==> src/rtl/calc_port_responder.sv <==
// calc1 per-port golden responder: captures two-cycle requests, queues them in order,
// executes each with a fixed latency and returns exactly one registered response per accepted request.
module calc_port_responder #(
  parameter int unsigned LATENCY = 3,
  parameter int unsigned Q_DEPTH = 4
) (
  input  logic        c_clk,
  input  logic        reset,
  input  logic [3:0]  req_cmd_in,
  input  logic [31:0] req_data_in,
  output logic [1:0]  out_resp,
  output logic [31:0] out_data,
  output logic        busy,
  output logic        drop_err
);

  localparam int unsigned AW = (Q_DEPTH > 1) ? $clog2(Q_DEPTH) : 1;
  localparam int unsigned CW = AW + 1;
  localparam logic [CW-1:0] Q_FULL   = CW'(Q_DEPTH);
  localparam logic [3:0]    CNT_LOAD = 4'(LATENCY - 1);

  typedef enum logic {CAP_IDLE, CAP_OP2} cap_state_e;

  cap_state_e    cap_state_q;
  logic [3:0]    cap_cmd_q;
  logic [31:0]   cap_op1_q;

  logic [3:0]    q_cmd_q [Q_DEPTH];
  logic [31:0]   q_op1_q [Q_DEPTH];
  logic [31:0]   q_op2_q [Q_DEPTH];
  logic [AW-1:0] head_q, tail_q;
  logic [CW-1:0] count_q, count_d;

  logic          ex_act_q;
  logic [3:0]    ex_cnt_q;
  logic [3:0]    ex_cmd_q;
  logic [31:0]   ex_op1_q, ex_op2_q;

  logic [1:0]    resp_q;
  logic [31:0]   data_q;
  logic          drop_q;

  logic          push, exec_done, exec_free, pop, bypass, q_wr, q_drop, load;
  logic [3:0]    ld_cmd;
  logic [31:0]   ld_op1, ld_op2;
  logic [32:0]   sum;
  logic [1:0]    res_resp;
  logic [31:0]   res_data;

  // The exec unit is free in its final count cycle, so a new request loads on the same
  // edge that registers the previous response. A full queue is popped before it is pushed.
  always_comb begin
    push      = (cap_state_q == CAP_OP2);
    exec_done = ex_act_q && (ex_cnt_q == 4'd1);
    exec_free = !ex_act_q || exec_done;
    pop       = exec_free && (count_q != '0);
    bypass    = exec_free && (count_q == '0) && push;
    q_wr      = push && !bypass && ((count_q != Q_FULL) || pop);
    q_drop    = push && !bypass && (count_q == Q_FULL) && !pop;
    load      = pop || bypass;
    count_d   = count_q + CW'(q_wr) - CW'(pop);
    if (bypass) begin
      ld_cmd = cap_cmd_q;
      ld_op1 = cap_op1_q;
      ld_op2 = req_data_in;
    end else begin
      ld_cmd = q_cmd_q[head_q];
      ld_op1 = q_op1_q[head_q];
      ld_op2 = q_op2_q[head_q];
    end
  end

  assign sum = {1'b0, ex_op1_q} + {1'b0, ex_op2_q};

  always_comb begin
    res_resp = 2'd2;
    res_data = '0;
    case (ex_cmd_q)
      4'd1: begin
        if (!sum[32]) begin
          res_resp = 2'd1;
          res_data = sum[31:0];
        end
      end
      4'd2: begin
        if (ex_op2_q <= ex_op1_q) begin
          res_resp = 2'd1;
          res_data = ex_op1_q - ex_op2_q;
        end
      end
      4'd5: begin
        res_resp = 2'd1;
        res_data = ex_op1_q << ex_op2_q[4:0];
      end
      4'd6: begin
        res_resp = 2'd1;
        res_data = ex_op1_q >> ex_op2_q[4:0];
      end
      default: begin
        res_resp = 2'd2;
        res_data = '0;
      end
    endcase
  end

  always_ff @(posedge c_clk) begin
    if (q_wr) begin
      q_cmd_q[tail_q] <= cap_cmd_q;
      q_op1_q[tail_q] <= cap_op1_q;
      q_op2_q[tail_q] <= req_data_in;
    end
  end

  always_ff @(posedge c_clk) begin
    if (reset) begin
      cap_state_q <= CAP_IDLE;
      cap_cmd_q   <= '0;
      cap_op1_q   <= '0;
      head_q      <= '0;
      tail_q      <= '0;
      count_q     <= '0;
      ex_act_q    <= 1'b0;
      ex_cnt_q    <= '0;
      ex_cmd_q    <= '0;
      ex_op1_q    <= '0;
      ex_op2_q    <= '0;
      resp_q      <= '0;
      data_q      <= '0;
      drop_q      <= 1'b0;
    end else begin
      case (cap_state_q)
        CAP_IDLE: begin
          if (req_cmd_in != '0) begin
            cap_cmd_q   <= req_cmd_in;
            cap_op1_q   <= req_data_in;
            cap_state_q <= CAP_OP2;
          end
        end
        CAP_OP2:  cap_state_q <= CAP_IDLE;
        default:  cap_state_q <= CAP_IDLE;
      endcase

      if (q_wr) tail_q <= tail_q + AW'(1);
      if (pop)  head_q <= head_q + AW'(1);
      count_q <= count_d;

      if (load) begin
        ex_act_q <= 1'b1;
        ex_cnt_q <= CNT_LOAD;
        ex_cmd_q <= ld_cmd;
        ex_op1_q <= ld_op1;
        ex_op2_q <= ld_op2;
      end else if (exec_done) begin
        ex_act_q <= 1'b0;
      end else if (ex_act_q) begin
        ex_cnt_q <= ex_cnt_q - 4'd1;
      end

      if (exec_done) begin
        resp_q <= res_resp;
        data_q <= res_data;
      end else begin
        resp_q <= '0;
        data_q <= '0;
      end

      if (q_drop || (push && (req_cmd_in != '0))) drop_q <= 1'b1;
    end
  end

  assign out_resp = resp_q;
  assign out_data = data_q;
  assign busy     = (count_q != '0) || ex_act_q || (cap_state_q == CAP_OP2);
  assign drop_err = drop_q;

endmodule

==> config.mk <==
export PLATFORM = sky130hd
export DESIGN_NAME = calc_port_responder
export DESIGN_NICKNAME = d
export VERILOG_FILES = /design/src/rtl/calc_port_responder.sv
export SDC_FILE = /design/constraint.sdc
export NUM_CORES = 1
export LEC_CHECK = 0
export ABC_AREA = 1
export BUFFER_PORTS_ARGS = -buffer_cell sky130_fd_sc_hd__buf_2
export CAP_MARGIN = 20
export CORE_ASPECT_RATIO = 0.9
export CORE_MARGIN = 3
export CORE_UTILIZATION = 41
export CTS_BUF_LIST = sky130_fd_sc_hd__clkbuf_2
export DETAILED_ROUTE_END_ITERATION = 8
export HOLD_SLACK_MARGIN = 0.15
export PLACE_DENSITY_LB_ADDON = 0.25
export SETUP_SLACK_MARGIN = 0.15
export SYNTH_ARGS = -nofsm -noshare
export SYNTH_HDL_FRONTEND = slang
export SYNTH_SLANG_ARGS = --single-unit
==> constraint.sdc <==
create_clock -name c_clk -period 4.7 [get_ports c_clk]
set_input_delay 0.705 -clock c_clk [delete_from_list [all_inputs] [get_ports c_clk]]
set_output_delay 0.705 -clock c_clk [all_outputs]
set_load 0.1 [all_outputs]
==> flow_summary.html, run 1 <==
<table>
<tr><th>Metric</th><th>Value</th></tr>
<tr><th colspan="2">Final layout</th></tr>
<tr><td>Share of post-route cells with drive strength above 1</td><td>0.111</td></tr>
<tr><td>Final layout net count</td><td>3366</td></tr>
<tr><td>Synthesis-to-finish area growth</td><td>9.98%</td></tr>
<tr><td>Final instance count without filler cells</td><td>4125</td></tr>
<tr><td>Final instance area</td><td>27100 sq um</td></tr>
<tr><th colspan="2">Setup path</th></tr>
<tr><td>Kind of start point of the critical path</td><td>register</td></tr>
<tr><td>Start-to-end type of the worst setup path</td><td>reg -&gt; out</td></tr>
<tr><td>Arrival time reported for the critical path endpoint</td><td>3300 ps</td></tr>
<tr><td>Crit path depth</td><td>9</td></tr>
<tr><td>Category of cells accounting for the largest share of critical-path delay</td><td>simple AND/OR/NAND/NOR gates</td></tr>
<tr><td>Worst setup EP type</td><td>primary output</td></tr>
<tr><td>Highest net fanout along the worst path</td><td>18</td></tr>
<tr><td>Worst reg2reg path depth</td><td>14</td></tr>
<tr><td>Cells traversed along the worst timing path</td><td>inv_1 -&gt; ha_1 -&gt; nand3_1 -&gt; nand2_1 -&gt; nand2_1 -&gt; nor2_4 -&gt; nor2_4 -&gt; nand2_1 -&gt; buf_2</td></tr>
<tr><td>Worst stage delay on the critical path</td><td>440 ps</td></tr>
<tr><td>Worst setup slack for register-to-register paths</td><td>1520 ps</td></tr>
<tr><td>Required time worst endpoint</td><td>3990 ps</td></tr>
<tr><td>Library cell contributing the largest single delay on the critical path</td><td>sky130_fd_sc_hd__buf_2</td></tr>
<tr><td>Most frequent CP cell</td><td>sky130_fd_sc_hd__nand2_1</td></tr>
<tr><td>Critical path buffers and inverters</td><td>2</td></tr>
<tr><th colspan="2">STA</th></tr>
<tr><td>Setup clock skew after layout</td><td>104 ps</td></tr>
<tr><td>Actual slew at the worst max-slew pin</td><td>1100 ps</td></tr>
<tr><td>Final count of negative-setup-slack endpoints</td><td>0</td></tr>
<tr><td>Unrepaired setup endpoints after global routing</td><td>no</td></tr>
<tr><td>Final Hold Viols</td><td>0</td></tr>
<tr><td>Final TNS setup</td><td>0 ps</td></tr>
<tr><td>Slew margin rel.</td><td>0.258</td></tr>
<tr><td>Tmin final</td><td>4010 ps</td></tr>
<tr><td>Worst slack on hold paths</td><td>333 ps</td></tr>
<tr><td>Max Clk Rate</td><td>249 MHz</td></tr>
<tr><td>Max Transition Viols Final</td><td>0</td></tr>
<tr><td>Period utilization</td><td>0.853</td></tr>
<tr><th colspan="2">Flow run</th></tr>
<tr><td>Number of max-capacitance violations reported</td><td>0</td></tr>
<tr><th colspan="2">Yosys</th></tr>
<tr><td>Number of warning messages in the yosys log</td><td>0</td></tr>
<tr><td>Gate count of the mapped netlist</td><td>3164</td></tr>
<tr><td>Part of the Yosys area used for sequential elements</td><td>0.457</td></tr>
<tr><td>Cell taking the most area after synthesis</td><td>sky130_fd_sc_hd__edfxtp_1</td></tr>
<tr><td>Number of enable-type register cells in the synthesized netlist</td><td>272</td></tr>
<tr><td>Predominant post-synthesis flop cell</td><td>sky130_fd_sc_hd__edfxtp_1</td></tr>
<tr><td>Most common cell in the synthesized netlist</td><td>sky130_fd_sc_hd__nand2_1</td></tr>
<tr><td>Most frequent cells after synthesis</td><td>861 x sky130_fd_sc_hd__nand2_1, 358 x sky130_fd_sc_hd__inv_1, 330 x sky130_fd_sc_hd__nor2_1</td></tr>
<tr><td>Post-synth top area share</td><td>0.332</td></tr>
<tr><td>Mean Syn Cell Area</td><td>7.78 sq um</td></tr>
<tr><td>FF+latch count, synth</td><td>426</td></tr>
<tr><td>Post-synth net total</td><td>3278</td></tr>
<tr><td>Share of flip-flops with an asynchronous set or reset</td><td>0</td></tr>
<tr><td>Biggest area contributors in the synthesized netlist</td><td>sky130_fd_sc_hd__edfxtp_1 33%, sky130_fd_sc_hd__nand2_1 13%, sky130_fd_sc_hd__dfxtp_1 13%</td></tr>
<tr><td>Netlist cell types</td><td>51</td></tr>
<tr><td>Cell Area, Synth</td><td>24600 sq um</td></tr>
<tr><th colspan="2">Routing</th></tr>
<tr><td>Initial DRC count</td><td>2101</td></tr>
<tr><td>Mean number of vias per cell</td><td>5.36</td></tr>
<tr><td>Detailed Routing Iterations Pass 1</td><td>6</td></tr>
<tr><td>Detailed route wirelength on metal3</td><td>6.04 mm</td></tr>
<tr><td>Top sig layer</td><td>met4</td></tr>
<tr><td>Routed WL per cell</td><td>19.4 um</td></tr>
<tr><td>Detailed Route WL</td><td>79.9 mm</td></tr>
<tr><td>Wire length the detailed router placed on met1</td><td>35.9 mm</td></tr>
<tr><td>Via Count</td><td>22095</td></tr>
<tr><td>Routed wire length on met2</td><td>35.2 mm</td></tr>
<tr><td>Routed Antenna Nets</td><td>0</td></tr>
<tr><td>Drc violations</td><td>0</td></tr>
<tr><th colspan="2">CTS</th></tr>
<tr><td>Number of buffers created by CTS</td><td>109</td></tr>
<tr><td>Cell at the root of the clock tree</td><td>sky130_fd_sc_hd__clkbuf_2</td></tr>
<tr><td>Clock tree from TritonCTS</td><td>yes</td></tr>
<tr><td>H-tree levels</td><td>3</td></tr>
<tr><td>Clock network latency to the later pin of the worst-skew pair</td><td>1180 ps</td></tr>
<tr><td>Setup fix buffers added after clock tree synthesis</td><td>0</td></tr>
<tr><td>Maximum number of buffers from clock root to sink</td><td>3</td></tr>
<tr><td>Sink Count</td><td>426</td></tr>
<tr><td>Worst-path clk slew</td><td>110 ps</td></tr>
<tr><th colspan="2">Placement</th></tr>
<tr><td>Quantity of I/O buffers inserted on ports</td><td>73</td></tr>
<tr><td>Cell count after placement</td><td>3876</td></tr>
<tr><td>Routability congestion estimate</td><td>1.02</td></tr>
<tr><td>Post-Place Cell Area</td><td>25500 sq um</td></tr>
<tr><td>Total half-perimeter wirelength after legalization and detailed placement</td><td>56.8 mm</td></tr>
<tr><th colspan="2">Power and ir drop</th></tr>
<tr><td>Power per standard cell area</td><td>620 nW/um^2</td></tr>
<tr><td>Leak Pwr</td><td>12.2 nW</td></tr>
<tr><td>Total power</td><td>16.8 mW</td></tr>
<tr><td>IR drop worst, VDD</td><td>317 uV</td></tr>
<tr><th colspan="2">Global routing</th></tr>
<tr><td>Largest net degree at the start of global routing</td><td>83</td></tr>
<tr><td>Initial antenna violation count</td><td>4</td></tr>
<tr><td>Overall global routing resource usage</td><td>0.251</td></tr>
<tr><td>Global-route wire length before repair</td><td>123 mm</td></tr>
<tr><td>Overflow left after global routing</td><td>0</td></tr>
<tr><td>Vias in the first global route</td><td>20610</td></tr>
<tr><th colspan="2">Floorplan</th></tr>
<tr><td>Die X</td><td>264 um</td></tr>
<tr><td>Count of boundary I/O pins</td><td>74</td></tr>
<tr><td>Core footprint</td><td>58900 sq um</td></tr>
<tr><td>Area of the die</td><td>63000 sq um</td></tr>
<tr><td>Num rows</td><td>84</td></tr>
<tr><td>Initial Utilization</td><td>0.418</td></tr>
<tr><td>Die Ht</td><td>238 um</td></tr>
<tr><th colspan="2">Hold path</th></tr>
<tr><td>Cell depth of the worst min-delay path</td><td>2</td></tr>
<tr><td>Min-delay worst type</td><td>in -&gt; reg</td></tr>
<tr><th colspan="2">Status</th></tr>
<tr><td>Outcome</td><td>finished, final reports clean</td></tr>
</table>
sequential cells by signal, summed over array words and instances, names as in the netlist, 2 cells and up, named ones only:
register	count
head_q	2
q_op1_q	128
ex_op2_q	32
q_cmd_q	16
ex_cmd_q	4
out_resp	2
ex_cnt_q	4
ex_op1_q	32
count_q	3
q_op2_q	128
tail_q	2
out_data	32
cap_cmd_q	4
cap_op1_q	32
worst reg2reg max path, cell delays in order, from the launching register on:
cell	delay [ps]
sky130_fd_sc_hd__dfxtp_2	330
sky130_fd_sc_hd__buf_4	300
sky130_fd_sc_hd__ha_1	320
sky130_fd_sc_hd__fa_1	420
sky130_fd_sc_hd__o21ai_1	190
sky130_fd_sc_hd__nand3_1	130
sky130_fd_sc_hd__nand2_1	120
sky130_fd_sc_hd__nand2_1	90
sky130_fd_sc_hd__nand3_1	130
sky130_fd_sc_hd__nand2_2	100
sky130_fd_sc_hd__a21boi_2	670
sky130_fd_sc_hd__nand2_1	140
sky130_fd_sc_hd__nand3_1	120
sky130_fd_sc_hd__nand2_1	50
sky130_fd_sc_hd__inv_1	80
final timing paths:
check | endpoint | startpoint
setup / recovery | busy | ex_cnt_q[1]
hold / removal | q_op2_q[1][15] | req_data_in[15]
setup reg to reg | out_data[7] | ex_op2_q[0]
hold reg to reg | register | head_q[1]
logic make-up after synthesis:
group | Yosys count | share of synthesized area
muxes | 50 | 0.0203
buffers and inverters | 546 | 0.0883
DFF | 426 | 0.457
xor gates and xnor gates | 26 | 0.00926
AOI/OAI and AO/OA | 499 | 0.127
and+or+nand+nor | 1541 | 0.259
adders and majority gates | 76 | 0.0396
cell type report:
| type | instances | area [sq um] |
|---|---|---|
| inverters | 375 | 1410 |
| multi-input cells | 2192 | 11200 |
| clock inverters | 22 | 173 |
| repair buffers | 148 | 1080 |
| clock buffers | 186 | 931 |
| diodes | 2 | 5.00 |
| well taps | 774 | 968 |
| fillers | 6034 | 31800 |
| flip-flops and latches | 426 | 11300 |
where the power goes:
group          total (mW)  internal [mW]  switching, mW
sequential           4.96           4.51          0.450
clock                2.74           1.16           1.58
combinational        9.09           2.64           6.45
total                16.8           8.31           8.48
stage by stage:
stage               setup WS (ps)   util
floorplan                     246      -
global placement             1630  0.434
detailed placement           1590  0.434
CTS                           543  0.459
global route                  307  0.460
finish                        692  0.460
metal layers:
layer | GRT usage | vias up
li1 | - | 10810
met1 | 0.353 | 10324
met2 | 0.386 | 824
met3 | 0.0499 | 137
met4 | 0.0895 | 0
met5 | 0 | -
repair_timing:
item,in CTS,in global routing
hold buffers,37,0
resized for setup,0,0
endpoints found under the hold margin,197,0
endpoints found under the setup margin,0,0
cell usage in the layout (no fill, tap or decap), types with 34 or more instances in the layout:
cell / Yosys / final
sky130_fd_sc_hd__dfxtp_1: 154 / 148
sky130_fd_sc_hd__dlygate4sd3_1: 0 / 37
sky130_fd_sc_hd__nand3_1: 270 / 270
sky130_fd_sc_hd__buf_2: 48 / 73
sky130_fd_sc_hd__o21ai_0: 118 / 118
sky130_fd_sc_hd__edfxtp_1: 272 / 272
sky130_fd_sc_hd__mux2i_1: 50 / 50
sky130_fd_sc_hd__inv_1: 358 / 355
sky130_fd_sc_hd__nand2_1: 861 / 860
sky130_fd_sc_hd__ha_1: 73 / 73
sky130_fd_sc_hd__o211ai_1: 84 / 84
sky130_fd_sc_hd__o22ai_1: 51 / 51
sky130_fd_sc_hd__clkbuf_2: 0 / 186
sky130_fd_sc_hd__nor2_1: 330 / 322
sky130_fd_sc_hd__a21oi_1: 143 / 143
sky130_fd_sc_hd__o221ai_1: 45 / 45
sky130_fd_sc_hd__buf_4: 9 / 34
Power figures use the tool's default switching activity.
==> run 2, diff against run 1 <==
Settings changed: ABC_AREA 1 to unset.
==> run 2 against run 1 <==
  * Count of clock-buffer cells in the layout shrank 28
  * Non-clock buffer count grew 7
  * Cell count shrank 27%
  * Sequential cell count is the same
  * Sequential power grew 4%
  * Combinational power shrank 11%
  * Design area shrank 6.3%
  * First-iteration DRC count shrank 26%
  * Wire length shrank 12%
  * Clock power shrank 4%
  * Highest routed layer is now met5
==> flow_summary.html, run 2 <==
<table>
<tr><th>Metric</th><th>Value</th></tr>
<tr><th colspan="2">Global routing</th></tr>
<tr><td>Initial antenna violation count</td><td>5 (was 4)</td></tr>
<tr><td>Overall global routing resource usage</td><td>0.242 (was 0.251)</td></tr>
<tr><td>Vias in the first global route</td><td>17361 (was 20610)</td></tr>
<tr><td>Overflow left after global routing</td><td>0 (unchanged)</td></tr>
<tr><td>Largest net degree at the start of global routing</td><td>73 (was 83)</td></tr>
<tr><td>Global-route wire length before repair</td><td>107 mm (was 123 mm)</td></tr>
<tr><th colspan="2">STA</th></tr>
<tr><td>Final TNS setup</td><td>0 ps (unchanged)</td></tr>
<tr><td>Final Hold Viols</td><td>0 (unchanged)</td></tr>
<tr><td>Setup clock skew after layout</td><td>63.9 ps (was 104 ps)</td></tr>
<tr><td>Unrepaired setup endpoints after global routing</td><td>no (unchanged)</td></tr>
<tr><td>Actual slew at the worst max-slew pin</td><td>1150 ps (was 1100 ps)</td></tr>
<tr><td>Slew margin rel.</td><td>0.221 (was 0.258)</td></tr>
<tr><td>Max Clk Rate</td><td>260 MHz (was 249 MHz)</td></tr>
<tr><td>Final count of negative-setup-slack endpoints</td><td>0 (unchanged)</td></tr>
<tr><td>Tmin final</td><td>3850 ps (was 4010 ps)</td></tr>
<tr><td>Period utilization</td><td>0.819 (was 0.853)</td></tr>
<tr><td>Final Worst Setup Slack</td><td>849 ps (was 692 ps)</td></tr>
<tr><td>Max Transition Viols Final</td><td>0 (unchanged)</td></tr>
<tr><th colspan="2">Yosys</th></tr>
<tr><td>Cell taking the most area after synthesis</td><td>sky130_fd_sc_hd__edfxtp_1 (unchanged)</td></tr>
<tr><td>Gate count of the mapped netlist</td><td>2061 (was 3164)</td></tr>
<tr><td>Post-synth net total</td><td>2175 (was 3278)</td></tr>
<tr><td>Mean Syn Cell Area</td><td>11.1 sq um (was 7.78 sq um)</td></tr>
<tr><td>Part of the Yosys area used for sequential elements</td><td>0.493 (was 0.457)</td></tr>
<tr><td>Post-synth top area share</td><td>0.358 (was 0.332)</td></tr>
<tr><td>Predominant post-synthesis flop cell</td><td>sky130_fd_sc_hd__edfxtp_1 (unchanged)</td></tr>
<tr><td>Cell Area, Synth</td><td>22800 sq um (was 24600 sq um)</td></tr>
<tr><td>Most common cell in the synthesized netlist</td><td>sky130_fd_sc_hd__edfxtp_1 (was sky130_fd_sc_hd__nand2_1)</td></tr>
<tr><td>Share of flip-flops with an asynchronous set or reset</td><td>0 (unchanged)</td></tr>
<tr><td>FF+latch count, synth</td><td>426 (unchanged)</td></tr>
<tr><td>Most frequent cells after synthesis</td><td>272 x sky130_fd_sc_hd__edfxtp_1, 223 x sky130_fd_sc_hd__nand2_1, 166 x sky130_fd_sc_hd__a21oi_1 (was 861 x sky130_fd_sc_hd__nand2_1, 358 x sky130_fd_sc_hd__inv_1, 330 x sky130_fd_sc_hd__nor2_1)</td></tr>
<tr><td>Number of enable-type register cells in the synthesized netlist</td><td>272 (unchanged)</td></tr>
<tr><td>Netlist cell types</td><td>90 (was 51)</td></tr>
<tr><td>Biggest area contributors in the synthesized netlist</td><td>sky130_fd_sc_hd__edfxtp_1 36%, sky130_fd_sc_hd__dfxtp_1 13%, sky130_fd_sc_hd__mux4_2 9.7% (was sky130_fd_sc_hd__edfxtp_1 33%, sky130_fd_sc_hd__nand2_1 13%, sky130_fd_sc_hd__dfxtp_1 13%)</td></tr>
<tr><td>Number of warning messages in the yosys log</td><td>0 (unchanged)</td></tr>
<tr><th colspan="2">Final layout</th></tr>
<tr><td>Filler Cell Count</td><td>5174 (was 6034)</td></tr>
<tr><td>Top library cells by usage in the layout, fill and taps aside</td><td>272 x sky130_fd_sc_hd__edfxtp_1, 223 x sky130_fd_sc_hd__nand2_1, 166 x sky130_fd_sc_hd__a21oi_1 (was 860 x sky130_fd_sc_hd__nand2_1, 355 x sky130_fd_sc_hd__inv_1, 322 x sky130_fd_sc_hd__nor2_1)</td></tr>
<tr><td>Utilization after layout</td><td>0.463 (was 0.460)</td></tr>
<tr><td>Share of post-route cells with drive strength above 1</td><td>0.202 (was 0.111)</td></tr>
<tr><td>Final layout net count</td><td>2305 (was 3366)</td></tr>
<tr><td>Biggest regs</td><td>q_op1_q: 128 flops, q_op2_q: 128 flops (unchanged)</td></tr>
<tr><td>Most common library cell in the layout ignoring fill and taps</td><td>sky130_fd_sc_hd__edfxtp_1 (was sky130_fd_sc_hd__nand2_1)</td></tr>
<tr><td>Synthesis-to-finish area growth</td><td>11.0% (was 9.98%)</td></tr>
<tr><th colspan="2">Floorplan</th></tr>
<tr><td>Die X</td><td>255 um (was 264 um)</td></tr>
<tr><td>Core footprint</td><td>54700 sq um (was 58900 sq um)</td></tr>
<tr><td>Num rows</td><td>81 (was 84)</td></tr>
<tr><td>Die Ht</td><td>230 um (was 238 um)</td></tr>
<tr><td>Area of the die</td><td>58600 sq um (was 63000 sq um)</td></tr>
<tr><td>Initial Utilization</td><td>0.417 (was 0.418)</td></tr>
<tr><td>Count of boundary I/O pins</td><td>74 (unchanged)</td></tr>
<tr><th colspan="2">Routing</th></tr>
<tr><td>Drc violations</td><td>0 (unchanged)</td></tr>
<tr><td>Routed WL per cell</td><td>23.6 um (was 19.4 um)</td></tr>
<tr><td>Mean number of vias per cell</td><td>5.85 (was 5.36)</td></tr>
<tr><td>Initial DRC count</td><td>1555 (was 2101)</td></tr>
<tr><td>Routed Antenna Nets</td><td>0 (unchanged)</td></tr>
<tr><td>Detailed Route WL</td><td>70.7 mm (was 79.9 mm)</td></tr>
<tr><td>Detailed Routing Iterations Pass 1</td><td>5 (was 6)</td></tr>
<tr><td>Via Count</td><td>17519 (was 22095)</td></tr>
<tr><th colspan="2">Placement</th></tr>
<tr><td>Setup slack at placement</td><td>944 ps (was 1590 ps)</td></tr>
<tr><td>Quantity of I/O buffers inserted on ports</td><td>73 (unchanged)</td></tr>
<tr><td>Routability congestion estimate</td><td>0.968 (was 1.02)</td></tr>
<tr><td>Total half-perimeter wirelength after legalization and detailed placement</td><td>49.2 mm (was 56.8 mm)</td></tr>
<tr><th colspan="2">Hold path</th></tr>
<tr><td>Origin of the worst min-delay path</td><td>req_data_in[19] (was req_data_in[15])</td></tr>
<tr><td>Min-delay worst type</td><td>in -&gt; reg (unchanged)</td></tr>
<tr><th colspan="2">Setup path</th></tr>
<tr><td>Highest net fanout along the worst path</td><td>55 (was 18)</td></tr>
<tr><td>CP startpoint</td><td>ex_op2_q[1] (was ex_cnt_q[1])</td></tr>
<tr><td>Required time worst endpoint</td><td>5730 ps (was 3990 ps)</td></tr>
<tr><td>Worst setup EP type</td><td>register (was primary output)</td></tr>
<tr><td>Worst setup slack for register-to-register paths</td><td>850 ps (was 1520 ps)</td></tr>
<tr><td>Start-to-end type of the worst setup path</td><td>reg -&gt; reg (was reg -&gt; out)</td></tr>
<tr><td>Startpoint of the worst register-to-register path</td><td>ex_op2_q[1] (was ex_op2_q[0])</td></tr>
<tr><td>Arrival time reported for the critical path endpoint</td><td>4880 ps (was 3300 ps)</td></tr>
<tr><td>Kind of start point of the critical path</td><td>register (unchanged)</td></tr>
<tr><th colspan="2">CTS</th></tr>
<tr><td>Number of buffers created by CTS</td><td>109 (unchanged)</td></tr>
<tr><td>CTS Hold Bufs</td><td>37 (unchanged)</td></tr>
<tr><td>Cell at the root of the clock tree</td><td>sky130_fd_sc_hd__clkbuf_2 (unchanged)</td></tr>
<tr><td>Clock tree from TritonCTS</td><td>yes (unchanged)</td></tr>
<tr><td>Maximum number of buffers from clock root to sink</td><td>3 (unchanged)</td></tr>
<tr><td>H-tree levels</td><td>3 (unchanged)</td></tr>
<tr><td>CTS resizes</td><td>0 (unchanged)</td></tr>
<tr><td>Clock network latency to the later pin of the worst-skew pair</td><td>1160 ps (was 1180 ps)</td></tr>
<tr><td>Worst-path clk slew</td><td>100 ps (was 110 ps)</td></tr>
<tr><td>Setup fix buffers added after clock tree synthesis</td><td>0 (unchanged)</td></tr>
<tr><td>Sink Count</td><td>426 (unchanged)</td></tr>
<tr><th colspan="2">Power and ir drop</th></tr>
<tr><td>Total power</td><td>15.9 mW (was 16.8 mW)</td></tr>
<tr><td>Power per standard cell area</td><td>627 nW/um^2 (was 620 nW/um^2)</td></tr>
<tr><td>IR drop worst, VDD</td><td>218 uV (was 317 uV)</td></tr>
<tr><td>Leak Pwr</td><td>9.11 nW (was 12.2 nW)</td></tr>
<tr><th colspan="2">Status</th></tr>
<tr><td>Outcome</td><td>finished, final reports clean (unchanged)</td></tr>
<tr><th colspan="2">Flow run</th></tr>
<tr><td>Number of max-capacitance violations reported</td><td>0 (unchanged)</td></tr>
</table>
## run 2: cell count changes in the layout (fill, tap and decap cells not counted), sizes merged, moves of 29 or more
cell / before / now
inv: 372 / 78
mux2i: 50 / 124
mux4: 0 / 98
nand2: 871 / 223
nand3: 271 / 18
nor2: 339 / 150
o211ai: 84 / 16
o21ai: 121 / 153
o221ai: 45 / 3
o22ai: 51 / 19
xnor2: 3 / 32
## run 2: routing by layer
layer / GRT usage / routed length [um] / vias to the layer above
met5: 0 / 43 / -
met4: 0.0832 / 2080 / 6
met3: 0.0714 / 6050 / 129
met2: 0.349 / 30400 / 680
met1: 0.347 / 32100 / 8658
li1: - / - / 8046
## run 2: final cells by class
class | count | area [sq um] | area share
diodes | 6 | 15.0 | 0.000592
clock buffers | 158 | 791 | 0.0312
clock inverters | 47 | 262 | 0.0103
inverters | 78 | 293 | 0.0116
multi-input cells | 1421 | 10700 | 0.423
flip-flops and latches | 426 | 11300 | 0.444
well taps | 705 | 882 | 0.0348
repair buffers | 155 | 1110 | 0.0438
## run 2: worst paths after layout
path	cells past startpoint	to
worst max-delay path	11	out_data[27]
worst min-delay path	2	q_op2_q[2][19]
worst max register to register	11	out_data[27]
worst min register to register	2	drop_err
## run 2: where the power goes
| part | leakage, nW | internal [mW] | switching [mW] | total, mW |
|---|---|---|---|---|
| Clock | 0.790 | 1.04 | 1.59 | 2.63 |
| Sequential | 3.76 | 4.50 | 0.664 | 5.16 |
| Combinational | 4.55 | 3.06 | 5.04 | 8.10 |
## run 2: metrics by stage
step | instance area, sq um | hold WS (ps) | std cells
floorplan | 22800 | 451 | 2061
global placement | 23900 | 450 | 2748
detailed placement | 23900 | 457 | 2748
CTS | 25300 | 205 | 2990
global route | 25300 | 205 | 2996
finish | 25300 | 335 | 2996
## run 2: cells by family after synthesis
kind of cell | share of synthesized area
adder cells (fa/ha/maj) | 0.0426
XOR/XNOR | 0.0146
flip-flops | 0.493
multiplexers | 0.158
buffers and inverters | 0.0391
AO/OA/AOI/OAI | 0.149
AND/OR/NAND/NOR | 0.104
## run 2: critical path, cell delays in order (launching register included)
cell,delay [ps]
sky130_fd_sc_hd__dfxtp_4,660
sky130_fd_sc_hd__buf_4,600
sky130_fd_sc_hd__ha_1,280
sky130_fd_sc_hd__nor2_1,50
sky130_fd_sc_hd__a221oi_1,420
sky130_fd_sc_hd__a21oi_1,190
sky130_fd_sc_hd__a21boi_2,270
sky130_fd_sc_hd__o211ai_2,220
sky130_fd_sc_hd__o211ai_2,350
sky130_fd_sc_hd__a221oi_2,100
sky130_fd_sc_hd__mux2_1,320
sky130_fd_sc_hd__a21oi_1,230
==> run 3, diff against run 2 <==
Settings changed: ABC_AREA set to 1.
Clock period 4.7 ns to 3.1 ns, I/O delays scaled along.
==> run 3 against run 2 <==
  * Non-clock buffer count is 86 higher
  * Critical path depth down 2
  * Critical endpoint is now busy
  * Hold slack got worse by 35 ps
  * Largest power group unchanged
  * Sequential share of layout area down 4.2 points
  * Register-to-register slack lost 460 ps
  * Cell count up 41%
  * Wire length rose by 17%
  * Combinational power grew 84%
  * Count of clock-buffer cells in the layout unchanged
  * Clock skew is 69 ps higher
  * First-iteration DRC count grew 50%
  * Largest cell class is now multi-input combinational cells
==> flow_summary.html, run 3 (same netlist as run 1, synthesis figures left out) <==
<table>
<tr><th>Metric</th><th>Value</th></tr>
<tr><th colspan="2">Floorplan</th></tr>
<tr><td>Core footprint</td><td>58900 sq um (was 54700 sq um)</td></tr>
<tr><td>Initial Utilization</td><td>0.418 (was 0.417)</td></tr>
<tr><td>Die Ht</td><td>238 um (was 230 um)</td></tr>
<tr><td>Num rows</td><td>84 (was 81)</td></tr>
<tr><td>Area of the die</td><td>63000 sq um (was 58600 sq um)</td></tr>
<tr><td>Count of boundary I/O pins</td><td>74 (unchanged)</td></tr>
<tr><td>Die X</td><td>264 um (was 255 um)</td></tr>
<tr><th colspan="2">Final layout</th></tr>
<tr><td>Sequential cell area</td><td>11300 sq um (about the same)</td></tr>
<tr><td>Filler Cell Count</td><td>5982 (was 5174)</td></tr>
<tr><td>Most common library cell in the layout ignoring fill and taps</td><td>sky130_fd_sc_hd__nand2_1 (was sky130_fd_sc_hd__edfxtp_1)</td></tr>
<tr><td>Biggest regs</td><td>q_op1_q: 128 flops, q_op2_q: 128 flops (unchanged)</td></tr>
<tr><td>Share of post-route cells with drive strength above 1</td><td>0.119 (was 0.202)</td></tr>
<tr><td>Final layout net count</td><td>3456 (was 2305)</td></tr>
<tr><td>Multi-input logic area</td><td>11300 sq um (was 10700 sq um)</td></tr>
<tr><td>Synthesis-to-finish area growth</td><td>13.9% (was 11.0%)</td></tr>
<tr><td>Top library cells by usage in the layout, fill and taps aside</td><td>857 x sky130_fd_sc_hd__nand2_1, 354 x sky130_fd_sc_hd__inv_1, 322 x sky130_fd_sc_hd__nor2_1 (was 272 x sky130_fd_sc_hd__edfxtp_1, 223 x sky130_fd_sc_hd__nand2_1, 166 x sky130_fd_sc_hd__a21oi_1)</td></tr>
<tr><th colspan="2">STA</th></tr>
<tr><td>Worst slack on hold paths</td><td>299 ps (was 335 ps)</td></tr>
<tr><td>Max Transition Viols Final</td><td>0 (unchanged)</td></tr>
<tr><td>Period utilization</td><td>0.918</td></tr>
<tr><td>Slew margin rel.</td><td>0.412 (was 0.221)</td></tr>
<tr><td>Tmin final</td><td>2850 ps</td></tr>
<tr><td>Max Clk Rate</td><td>351 MHz</td></tr>
<tr><td>Unrepaired setup endpoints after global routing</td><td>yes (was no)</td></tr>
<tr><td>Final count of negative-setup-slack endpoints</td><td>0 (unchanged)</td></tr>
<tr><td>Final Hold Viols</td><td>0 (unchanged)</td></tr>
<tr><td>Setup clock skew after layout</td><td>133 ps (was 63.9 ps)</td></tr>
<tr><td>Actual slew at the worst max-slew pin</td><td>881 ps (was 1150 ps)</td></tr>
<tr><th colspan="2">Global routing</th></tr>
<tr><td>Overflow left after global routing</td><td>0 (unchanged)</td></tr>
<tr><td>Global-route wire length before repair</td><td>126 mm (was 107 mm)</td></tr>
<tr><td>Largest net degree at the start of global routing</td><td>137 (was 73)</td></tr>
<tr><td>Vias in the first global route</td><td>21171 (was 17361)</td></tr>
<tr><td>Overall global routing resource usage</td><td>0.259 (was 0.242)</td></tr>
<tr><td>Initial antenna violation count</td><td>4 (was 5)</td></tr>
<tr><th colspan="2">Routing</th></tr>
<tr><td>Detailed Route WL</td><td>82.5 mm (was 70.7 mm)</td></tr>
<tr><td>Routed wire length on met2</td><td>36.1 mm (was 30.4 mm)</td></tr>
<tr><td>Wire length the detailed router placed on met1</td><td>35.8 mm (was 32.1 mm)</td></tr>
<tr><td>Top sig layer</td><td>met4 (was met5)</td></tr>
<tr><td>Mean number of vias per cell</td><td>5.34 (was 5.85)</td></tr>
<tr><td>Routed Antenna Nets</td><td>0 (unchanged)</td></tr>
<tr><td>Via Count</td><td>22478 (was 17519)</td></tr>
<tr><td>Detailed route wirelength on metal3</td><td>7.37 mm (was 6.05 mm)</td></tr>
<tr><td>Drc violations</td><td>0 (unchanged)</td></tr>
<tr><td>Detailed Routing Iterations Pass 1</td><td>6 (was 5)</td></tr>
<tr><td>Routed WL per cell</td><td>19.6 um (was 23.6 um)</td></tr>
<tr><td>Initial DRC count</td><td>2336 (was 1555)</td></tr>
<tr><th colspan="2">Power and ir drop</th></tr>
<tr><td>IR drop worst, VDD</td><td>657 uV (was 218 uV)</td></tr>
<tr><td>Total power</td><td>26.3 mW (was 15.9 mW)</td></tr>
<tr><td>Power per standard cell area</td><td>939 nW/um^2 (was 627 nW/um^2)</td></tr>
<tr><td>Leak Pwr</td><td>12.6 nW (was 9.11 nW)</td></tr>
<tr><th colspan="2">CTS</th></tr>
<tr><td>Sink Count</td><td>426 (unchanged)</td></tr>
<tr><td>Number of buffers created by CTS</td><td>106 (was 109)</td></tr>
<tr><td>Clock network latency to the later pin of the worst-skew pair</td><td>1190 ps (was 1160 ps)</td></tr>
<tr><td>Worst-path clk slew</td><td>100 ps (about the same)</td></tr>
<tr><td>H-tree levels</td><td>3 (unchanged)</td></tr>
<tr><td>Cell at the root of the clock tree</td><td>sky130_fd_sc_hd__clkbuf_2 (unchanged)</td></tr>
<tr><td>Clock tree from TritonCTS</td><td>yes (unchanged)</td></tr>
<tr><td>Maximum number of buffers from clock root to sink</td><td>3 (unchanged)</td></tr>
<tr><th colspan="2">Setup path</th></tr>
<tr><td>Arrival time reported for the critical path endpoint</td><td>2380 ps (was 4880 ps)</td></tr>
<tr><td>Required time worst endpoint</td><td>2630 ps (was 5730 ps)</td></tr>
<tr><td>Kind of start point of the critical path</td><td>register (unchanged)</td></tr>
<tr><td>CP startpoint</td><td>ex_cnt_q[1] (was ex_op2_q[1])</td></tr>
<tr><td>Highest net fanout along the worst path</td><td>4 (was 55)</td></tr>
<tr><td>Worst setup EP type</td><td>primary output (was register)</td></tr>
<tr><td>Startpoint of the worst register-to-register path</td><td>ex_op2_q[25] (was ex_op2_q[1])</td></tr>
<tr><td>Start-to-end type of the worst setup path</td><td>reg -&gt; out (was reg -&gt; reg)</td></tr>
<tr><th colspan="2">Placement</th></tr>
<tr><td>Quantity of I/O buffers inserted on ports</td><td>73 (unchanged)</td></tr>
<tr><td>Total half-perimeter wirelength after legalization and detailed placement</td><td>59.0 mm (was 49.2 mm)</td></tr>
<tr><td>Routability congestion estimate</td><td>0.989 (was 0.968)</td></tr>
<tr><th colspan="2">Hold path</th></tr>
<tr><td>Origin of the worst min-delay path</td><td>req_data_in[29] (was req_data_in[19])</td></tr>
<tr><td>Min-delay worst type</td><td>in -&gt; reg (unchanged)</td></tr>
<tr><th colspan="2">Flow run</th></tr>
<tr><td>Number of max-capacitance violations reported</td><td>0 (unchanged)</td></tr>
<tr><th colspan="2">Status</th></tr>
<tr><td>Outcome</td><td>finished, final reports clean (unchanged)</td></tr>
</table>
## run 3: cell count changes in the layout (fill, tap and decap cells not counted), moves of 32 or more
cell                            before  now
sky130_fd_sc_hd__nand2_1           223  857
sky130_fd_sc_hd__inv_1              72  354
sky130_fd_sc_hd__nand3_1            17  269
sky130_fd_sc_hd__nor2_1            148  322
sky130_fd_sc_hd__mux4_2             98    0
sky130_fd_sc_hd__mux2i_1           124   50
sky130_fd_sc_hd__o211ai_1           13   84
sky130_fd_sc_hd__dlygate4sd3_1      37   83
sky130_fd_sc_hd__o221ai_1            3   45
sky130_fd_sc_hd__o21ai_0           150  118
sky130_fd_sc_hd__o22ai_1            19   51
## run 3: worst max-delay path: stages (launching register included)
cell and delay [ps]:
sky130_fd_sc_hd__dfxtp_2 340, sky130_fd_sc_hd__inv_2 70, sky130_fd_sc_hd__ha_4 140, sky130_fd_sc_hd__nand3_4 80, sky130_fd_sc_hd__nand2_4 110, sky130_fd_sc_hd__nand2_4 60, sky130_fd_sc_hd__nor2_4 120, sky130_fd_sc_hd__nor2_4 60
sky130_fd_sc_hd__nand2_2 100, sky130_fd_sc_hd__buf_12 180
## run 3: final cells by class
class,instances,area share
clock buffer,158,0.0282
inverter,375,0.0504
timing repair buffer,241,0.0723
tap,774,0.0346
antenna,4,0.000357
clock inverter,41,0.00853
sequential,426,0.402
multi-input combinational,2192,0.403
## run 3: per-layer routing
layer  up-vias  global-route usage
met5         -                   0
met4         0               0.101
met3       146              0.0660
met2       939               0.398
li1      11001                   -
met1     10392               0.353
## run 3: power by group
group	internal [mW]	switching (mW)	total (mW)
registers	6.84	0.573	7.42
logic	4.58	10.3	14.9
clock network	1.57	2.40	3.97
## run 3: final timing paths
kind                  end  slack [ps]  cells past startpoint
max                  busy         250                      9
min          ex_op2_q[29]         300                      4
max reg2reg   out_resp[0]         390                     11
min reg2reg      register         470                      2
## run 3: per-stage QoR
stage	utilization	setup TNS (ps)	setup slack, ps	instance area [sq um]	cells
2_1_floorplan	-	-74720	-275	24600	3164
3_3_place_gp	0.442	0	395	26000	3917
3_5_place_dp	0.442	0	362	26000	3917
4_1_cts	0.475	0	120	28000	4206
5_1_grt	0.476	0	53.1	28000	4211
6_report	0.476	0	255	28000	4211
## run 3: timing repair
item,CTS,global route
cloned,0,0
pin swaps,7,3
resized for setup,21,2
endpoints found under the setup margin,1,7
buffers inserted,7,1
hold buffers,83,0
endpoints found under the hold margin,262,0
